### config.mk
export PLATFORM = sky130hd
export DESIGN_NAME = tdm_demux_flat
export DESIGN_NICKNAME = d
export VERILOG_FILES = /design/src/rtl/tdm_pkg.sv /design/src/rtl/tdm_demux_if.sv /design/src/rtl/tdm_demux.sv /design/src/flat_wrapper.sv
export SDC_FILE = /design/constraint.sdc
export NUM_CORES = 1
export LEC_CHECK = 0
export ABC_AREA = 1
export BUFFER_PORTS_ARGS = -buffer_cell sky130_fd_sc_hd__buf_2
export CORE_ASPECT_RATIO = 0.7
export CORE_MARGIN = 2
export CORE_UTILIZATION = 45
export CTS_BUF_LIST = sky130_fd_sc_hd__clkbuf_4 sky130_fd_sc_hd__clkbuf_8
export DETAILED_ROUTE_END_ITERATION = 8
export PLACE_DENSITY_LB_ADDON = 0.05
export SKIP_CTS_REPAIR_TIMING = 1
export SLEW_MARGIN = 5
export SYNTH_ARGS = -nofsm -noshare
export SYNTH_HDL_FRONTEND = slang
export SYNTH_SLANG_ARGS = --single-unit
### constraint.sdc
create_clock -name clk -period 1.5 [get_ports clk]
set_clock_uncertainty 0.2 [all_clocks]
set_input_delay 0.3 -clock clk [delete_from_list [all_inputs] [get_ports clk]]
set_output_delay 0.3 -clock clk [all_outputs]
set_load 0.01 [all_outputs]
### src/rtl/tdm_pkg.sv
// Shared types and helpers for the TDM receive demultiplexer.
package tdm_pkg;

    typedef enum logic [0:0] {
        IDLE,
        COLLECT
    } state_t;

    // A counter for n slots needs at least one bit even when n is small.
    function automatic int slot_w(input int n);
        return (n > 1) ? $clog2(n) : 1;
    endfunction

endpackage

### src/rtl/tdm_demux_if.sv
// Serial word input and published-frame output of the TDM demultiplexer.
interface tdm_demux_if
    import tdm_pkg::*;
#(
    parameter int NUM_CH = 4,
    parameter int DW     = 8
) ();

    localparam int SW = slot_w(NUM_CH);

    logic                 in_valid;
    logic                 in_sof;
    logic [DW-1:0]        in_data;
    logic [NUM_CH*DW-1:0] out_data;
    logic                 out_valid;
    logic [SW-1:0]        slot_idx;
    logic                 frame_err;

    modport master (
        output in_valid, in_sof, in_data,
        input  out_data, out_valid, slot_idx, frame_err
    );

    modport slave (
        input  in_valid, in_sof, in_data,
        output out_data, out_valid, slot_idx, frame_err
    );

endinterface

### src/rtl/tdm_demux.sv
// Collects a framed serial word stream into NUM_CH slots and publishes each
// complete frame atomically with a one-cycle strobe.
module tdm_demux
    import tdm_pkg::*;
#(
    parameter int NUM_CH = 4,
    parameter int DW     = 8
) (
    input  logic        clk,
    input  logic        rst_n,
    tdm_demux_if.slave  bus
);

    localparam int            SW   = slot_w(NUM_CH);
    localparam logic [SW-1:0] LAST = SW'(NUM_CH - 1);

    state_t               state, next_state;
    logic [SW-1:0]        slot_q, slot_next;
    logic [DW-1:0]        shadow [NUM_CH];
    logic [NUM_CH*DW-1:0] out_data_q, frame_next;
    logic                 out_valid_q, frame_err_q;
    logic                 wr_en;
    logic [SW-1:0]        wr_slot;
    logic                 publish;
    logic                 abort;

    always_ff @(posedge clk or negedge rst_n) begin
        if (!rst_n) begin
            state <= IDLE;
        end else begin
            state <= next_state;
        end
    end

    always_comb begin
        next_state = state;
        slot_next  = slot_q;
        wr_en      = 1'b0;
        wr_slot    = slot_q;
        publish    = 1'b0;
        abort      = 1'b0;
        case (state)
            IDLE: begin
                if (bus.in_valid && bus.in_sof) begin
                    wr_en      = 1'b1;
                    wr_slot    = '0;
                    slot_next  = SW'(1);
                    next_state = COLLECT;
                end
            end
            COLLECT: begin
                if (bus.in_valid) begin
                    wr_en = 1'b1;
                    if (bus.in_sof) begin
                        // Early sof: drop the partial frame and restart at slot 0.
                        abort     = 1'b1;
                        wr_slot   = '0;
                        slot_next = SW'(1);
                    end else if (slot_q == LAST) begin
                        publish    = 1'b1;
                        slot_next  = '0;
                        next_state = IDLE;
                    end else begin
                        slot_next = slot_q + SW'(1);
                    end
                end
            end
            default: next_state = IDLE;
        endcase
    end

    // The last word goes straight into the published frame, bypassing shadow.
    always_comb begin
        frame_next = '0;
        for (int k = 0; k < NUM_CH; k++) begin
            if (k == NUM_CH - 1) begin
                frame_next[k*DW +: DW] = bus.in_data;
            end else begin
                frame_next[k*DW +: DW] = shadow[k];
            end
        end
    end

    always_ff @(posedge clk or negedge rst_n) begin
        if (!rst_n) begin
            slot_q      <= '0;
            out_data_q  <= '0;
            out_valid_q <= 1'b0;
            frame_err_q <= 1'b0;
            for (int k = 0; k < NUM_CH; k++) begin
                shadow[k] <= '0;
            end
        end else begin
            slot_q      <= slot_next;
            out_valid_q <= publish;
            frame_err_q <= abort;
            if (publish) begin
                out_data_q <= frame_next;
            end
            for (int k = 0; k < NUM_CH; k++) begin
                if (wr_en && (wr_slot == SW'(k))) begin
                    shadow[k] <= bus.in_data;
                end
            end
        end
    end

    assign bus.out_data  = out_data_q;
    assign bus.out_valid = out_valid_q;
    assign bus.slot_idx  = slot_q;
    assign bus.frame_err = frame_err_q;

endmodule

### src/flat_wrapper.sv
// flat-port wrapper written by rule: the top's interface ports become plain ports
module tdm_demux_flat import tdm_pkg::*;
#(
    parameter int NUM_CH = 4,
    parameter int DW     = 8
)
  (clk, rst_n, bus_in_valid, bus_in_sof, bus_in_data, bus_out_data, bus_out_valid, bus_slot_idx, bus_frame_err);
  tdm_demux_if #(.NUM_CH(NUM_CH), .DW(DW)) bus_i ();
  input  logic clk;
  input  logic rst_n;
  input wire logic [$bits(bus_i.in_valid)-1:0] bus_in_valid;
  input wire logic [$bits(bus_i.in_sof)-1:0] bus_in_sof;
  input wire logic [$bits(bus_i.in_data)-1:0] bus_in_data;
  output wire logic [$bits(bus_i.out_data)-1:0] bus_out_data;
  output wire logic [$bits(bus_i.out_valid)-1:0] bus_out_valid;
  output wire logic [$bits(bus_i.slot_idx)-1:0] bus_slot_idx;
  output wire logic [$bits(bus_i.frame_err)-1:0] bus_frame_err;
  assign bus_i.in_valid = bus_in_valid;
  assign bus_i.in_sof = bus_in_sof;
  assign bus_i.in_data = bus_in_data;
  assign bus_out_data = bus_i.out_data;
  assign bus_out_valid = bus_i.out_valid;
  assign bus_slot_idx = bus_i.slot_idx;
  assign bus_frame_err = bus_i.frame_err;
  tdm_demux #(.NUM_CH(NUM_CH), .DW(DW)) u_core (.clk(clk), .rst_n(rst_n), .bus(bus_i));
endmodule
-- Word level (Yosys, flattened, before mapping)
Index checks and enable logic that the tools add are counted.
W data, S select, Z words.
- register bits after elaboration: 61
- word-level logic and storage cells: 44
- input port bits: 12
- add/subtract/negate cells: 1
- equal/unequal tests: 5
- mux-type cells: 23
- reductions and logical operators: 6
- bitwise logic cells: 1
- operator list (kind ; count):
    $mux W2 ; 7
    $mux W1 ; 12
    $pmux W2 S2 ; 2
    $eq A2 B2 Y1 const B ; 2
    $logic_and A1 B1 Y1 ; 4
    $pmux W1 S2 ; 2
    $add A2 B1 Y2 const B ; 1
    $eq A2 B1 Y1 const B ; 1
    $logic_not A2 Y1 ; 1
    $ne A2 B1 Y1 const B ; 1
    $ne A2 B2 Y1 const B ; 1
    $reduce_and A2 Y1 ; 1
    $not A1 Y1 ; 1

-- Depth between registers and ports, before layout
- word-level depth: 5
- mapped depth: 8

-- Least setup slack after synthesis
No wires, ideal clock.
- kind: register to register
- from: reg u_core.slot_q[0], in the netlist u_core.bus.slot_idx[0]
- to: reg u_core.out_data_q[11], in the netlist u_core.bus.out_data[11]
- buffers on the path: 1
- period minus slack after synthesis: 1574 ps
- stages on the path, launching flop included: 8
- library setup time: 66 ps
- arrival time: 1309 ps
- slack: -74 ps
- cells stage by stage: dfrtp_1 > ha_1 > nand2_1 > inv_2 > nand3_2 > clkbuf_1 > nand2_1 > nand2_1
- cells in the longest elaborated chain, start to end: 5
- RTL lines (item ; line ; source):
    start, declared ; tdm_demux.sv:18 ; logic [SW-1:0] slot_q, slot_next;
    start signal, assigned ; tdm_demux.sv:94 ; slot_q <= slot_next;
    $eq A2 B2 Y1 ; tdm_demux.sv:59 ; end else if (slot_q == LAST) begin
    $mux W1 ; tdm_demux.sv:59 ;
    $mux W1 ; tdm_demux.sv:54 ; if (bus.in_sof) begin
    $mux W1 ; tdm_demux.sv:52 ; if (bus.in_valid) begin
    $mux W1 ; tdm_demux.sv:42 ; case (state)
    end signal, assigned ; tdm_demux.sv:98 ; out_data_q <= frame_next;
    end, declared ; tdm_demux.sv:20 ; logic [NUM_CH*DW-1:0] out_data_q, frame_next;
Every way passes these cells.
A chain may end at the register's enable or synchronous reset.

-- Worst setup path in the final report
- from: reg u_core.slot_q[0], in the netlist u_core.bus.slot_idx[0]
- to: out bus_slot_idx[0]
- RTL lines (item ; line ; source):
    end, declared ; flat_wrapper.sv:16 ; output wire logic [$bits(bus_i.slot_idx)-1:0] bus_slot_idx;
No word-level cell between the ends.

==> flow_summary.yaml <==
logic_synthesis:
  synth-seq-cells: 61
  syn_area_per_cell_um2: 9.10
  yosysTopAreaCell: "dfrtp_1"
  netlist_area_um2: 2420
  synth_nets: 279
  yosysTopAreaCellShare_pct: 63.0
  syn_inst: 266
  ys_seq_area_share_pct: 63.0
  synth_common_cells: "nand2_1, dfrtp_1, nand3_1"
  synthArstFlopShare_pct: 100
  synth.distinct_cells: 18
  synth_enable_flop_cells: 0
  synth-main-ff-cell: "dfrtp_1"
  yosys_warnings: 0
  yosysMostFrequentCell: "nand2_1"
  synth.area.top_cells: "dfrtp_1, nand2_1, nand3_1"
floorplan:
  die_width_um: 91.7
  coreArea_um2: 5200
  rows: 22
  dieHeight_um: 65.4
  io_pins: 48
  start_util_pct: 46.5
  die_area_um2: 5990
finish:
  drive_gt1_share_pct: 26.8
  antenna_cells: 0
  multi_input_area_um2: 837
  nets: 341
  fin_area_um2: 3070
  syn2layout_area_growth_pct: 26.7
  register_area_um2: 1530
  filler_cell_count: 489
  fin_util_pct: 59.0
timing:
  fmax_mhz: 651
  timing.final.ws_setup_ns: -0.0366
  fin_crit_ns: 1.54
  min_period_over_period_pct: 102
  final-hold-violation-count: 0
  worstMarginPinSlew_ns: 0.327
  max_slew_margin_pct: 78.2
  setup_violations: 10
  report.final.slew_viol_count: 0
  hold-worst-slack_ns: 0.0546
  fin_setup_tns_ns: -0.0980
  rsz0062_at_grt: "true"
routing:
  drc: 0
  dr_wl_met3_um: 269
  drt_iter0_markers: 127
  firstDrtPassIters: 4
  wl_per_cell_um: 13.8
  vias: 1925
  topRoutingLayerUsed: "met4"
  vias_per_cell: 4.76
  wl_met2_mm: 2.35
  ant_nets: 0
  drt-met1-wl_mm: 2.88
  totalWireLength_mm: 5.58
placed_design:
  placed_area_um2: 2790
  numPortBuffers: 47
  place.gp.congestion: 0.833
  pre_cts_ws_ns: -0.0970
  dp_hpwl_mm: 3.49
global_route:
  overflow: 0
  grt_max_degree: 62
  antenna_found_initial: 0
  grt_pass1_vias: 1830
  grt_usage_pct: 20.2
  grt_pass1_wl_mm: 9.09
cts:
  h-tree-depth: 3
  cts_tree: "yes"
  cts_made_buffers: 9
  clk_latency_ns: 0.33
  cts_root_buffer: "clkbuf_8"
  path_clk_slew_ns: 0.06
  cts_sinks: 61
  clk_path_buf_depth: 2
outcome:
  violations: "setup timing"
  status: "complete, but fails checks"
min_path:
  min_path_type: "primary input to flip-flop"
critical_path:
  startpoint_type: "flip-flop"
  critPathMaxFanout: 5
  end_kind: "output port"
  worstSetupPathType: "flip-flop to output port"
  cp_data_required_time_ns: 1.00
  crit_arrival_ns: 1.04
pwr:
  ir_drop_mv: 0.994
  p_leak_nw: 1.75
  pwr_density_cell_nw_per_um2: 1980
flow_run:
  maxCapViolations: 0
## where the power goes
part           total [mW]  switching, mW  internal (mW)
logic                1.89           1.11          0.777
registers            2.73          0.371           2.36
clock network        1.45          0.610          0.842
## worst max-delay path, cell delays in order, from the launching register on
cell and delay (ns):
dfrtp_2 0.40, buf_4 0.16, buf_2 0.14
## stage by stage
stage	power, mW	cells
detailed placement	4.60	386
global placement	4.56	386
floorplan	3.83	266
finish	6.07	404
CTS	6.07	401
global route	6.57	404
## kinds of logic (layout without fill, tap and decap cells)
family                     after synthesis  after routing  synth area share [%]
DFF                                     61             61                  63.0
buffers and inverters                   16             82                  3.00
adders and majority gates                1              1                 0.517
and+or+nand+nor                        183            183                  32.2
AOI/OAI and AO/OA                        5              5                  1.24
## routing by layer
layer / track usage [%] / vias up
met5: 0 / -
li1: - / 963
met3: 7.22 / 11
met2: 29.0 / 47
met4: 6.25 / 0
met1: 28.9 / 904
## final timing paths
| kind | start | endpoint | slack, ns | depth (start not counted) |
|---|---|---|---|---|
| worst max-delay path | u_core.bus.slot_idx[0] | bus_slot_idx[0] | -0.04 | 2 |
| worst min-delay path | bus_in_data[4] | u_core.bus.out_data[28] | 0.05 | 3 |
| worst max register to register | u_core.bus.slot_idx[0] | u_core.bus.out_data[24] | -0.01 | 7 |
| worst min register to register | u_core.frame_next[10] | u_core.frame_next[10] | 0.27 | 2 |
| max in group asynchronous | rst_n | u_core.bus.out_data[1] | 0.53 | 3 |
| min in group asynchronous | rst_n | u_core.bus.out_data[7] | 0.30 | 3 |
## layout by cell type (no fill, tap or decap), types with 2 or more instances in the layout
cell	synthesis	layout
dfrtp_1	61	60
o21ai_0	2	2
clkbuf_8	0	11
nand2_2	3	5
nand2_1	139	137
buf_4	3	7
nor2_4	4	4
buf_12	0	2
nor2_1	2	2
buf_2	1	47
nand3_1	33	33
clkinv_2	0	2
inv_1	5	5
inv_2	3	2
## area by class of cell
type	instances	area share (%)
inverters	8	1.39
clock buffers	11	4.93
well taps	72	2.94
repair inverters	1	0.285
clock inverters	4	1.55
repair buffers	58	11.8
flip-flops and latches	61	49.8
multi-input cells	189	27.3
## state kept, by name, summed over array words and instances, names as in the netlist
signal	flops
u_core.bus.out_data	32
u_core.bus.slot_idx	2
u_core.state	1
u_core.bus.out_valid	1
u_core.frame_next	24
u_core.bus.frame_err	1
Power figures use the tool's default switching activity.
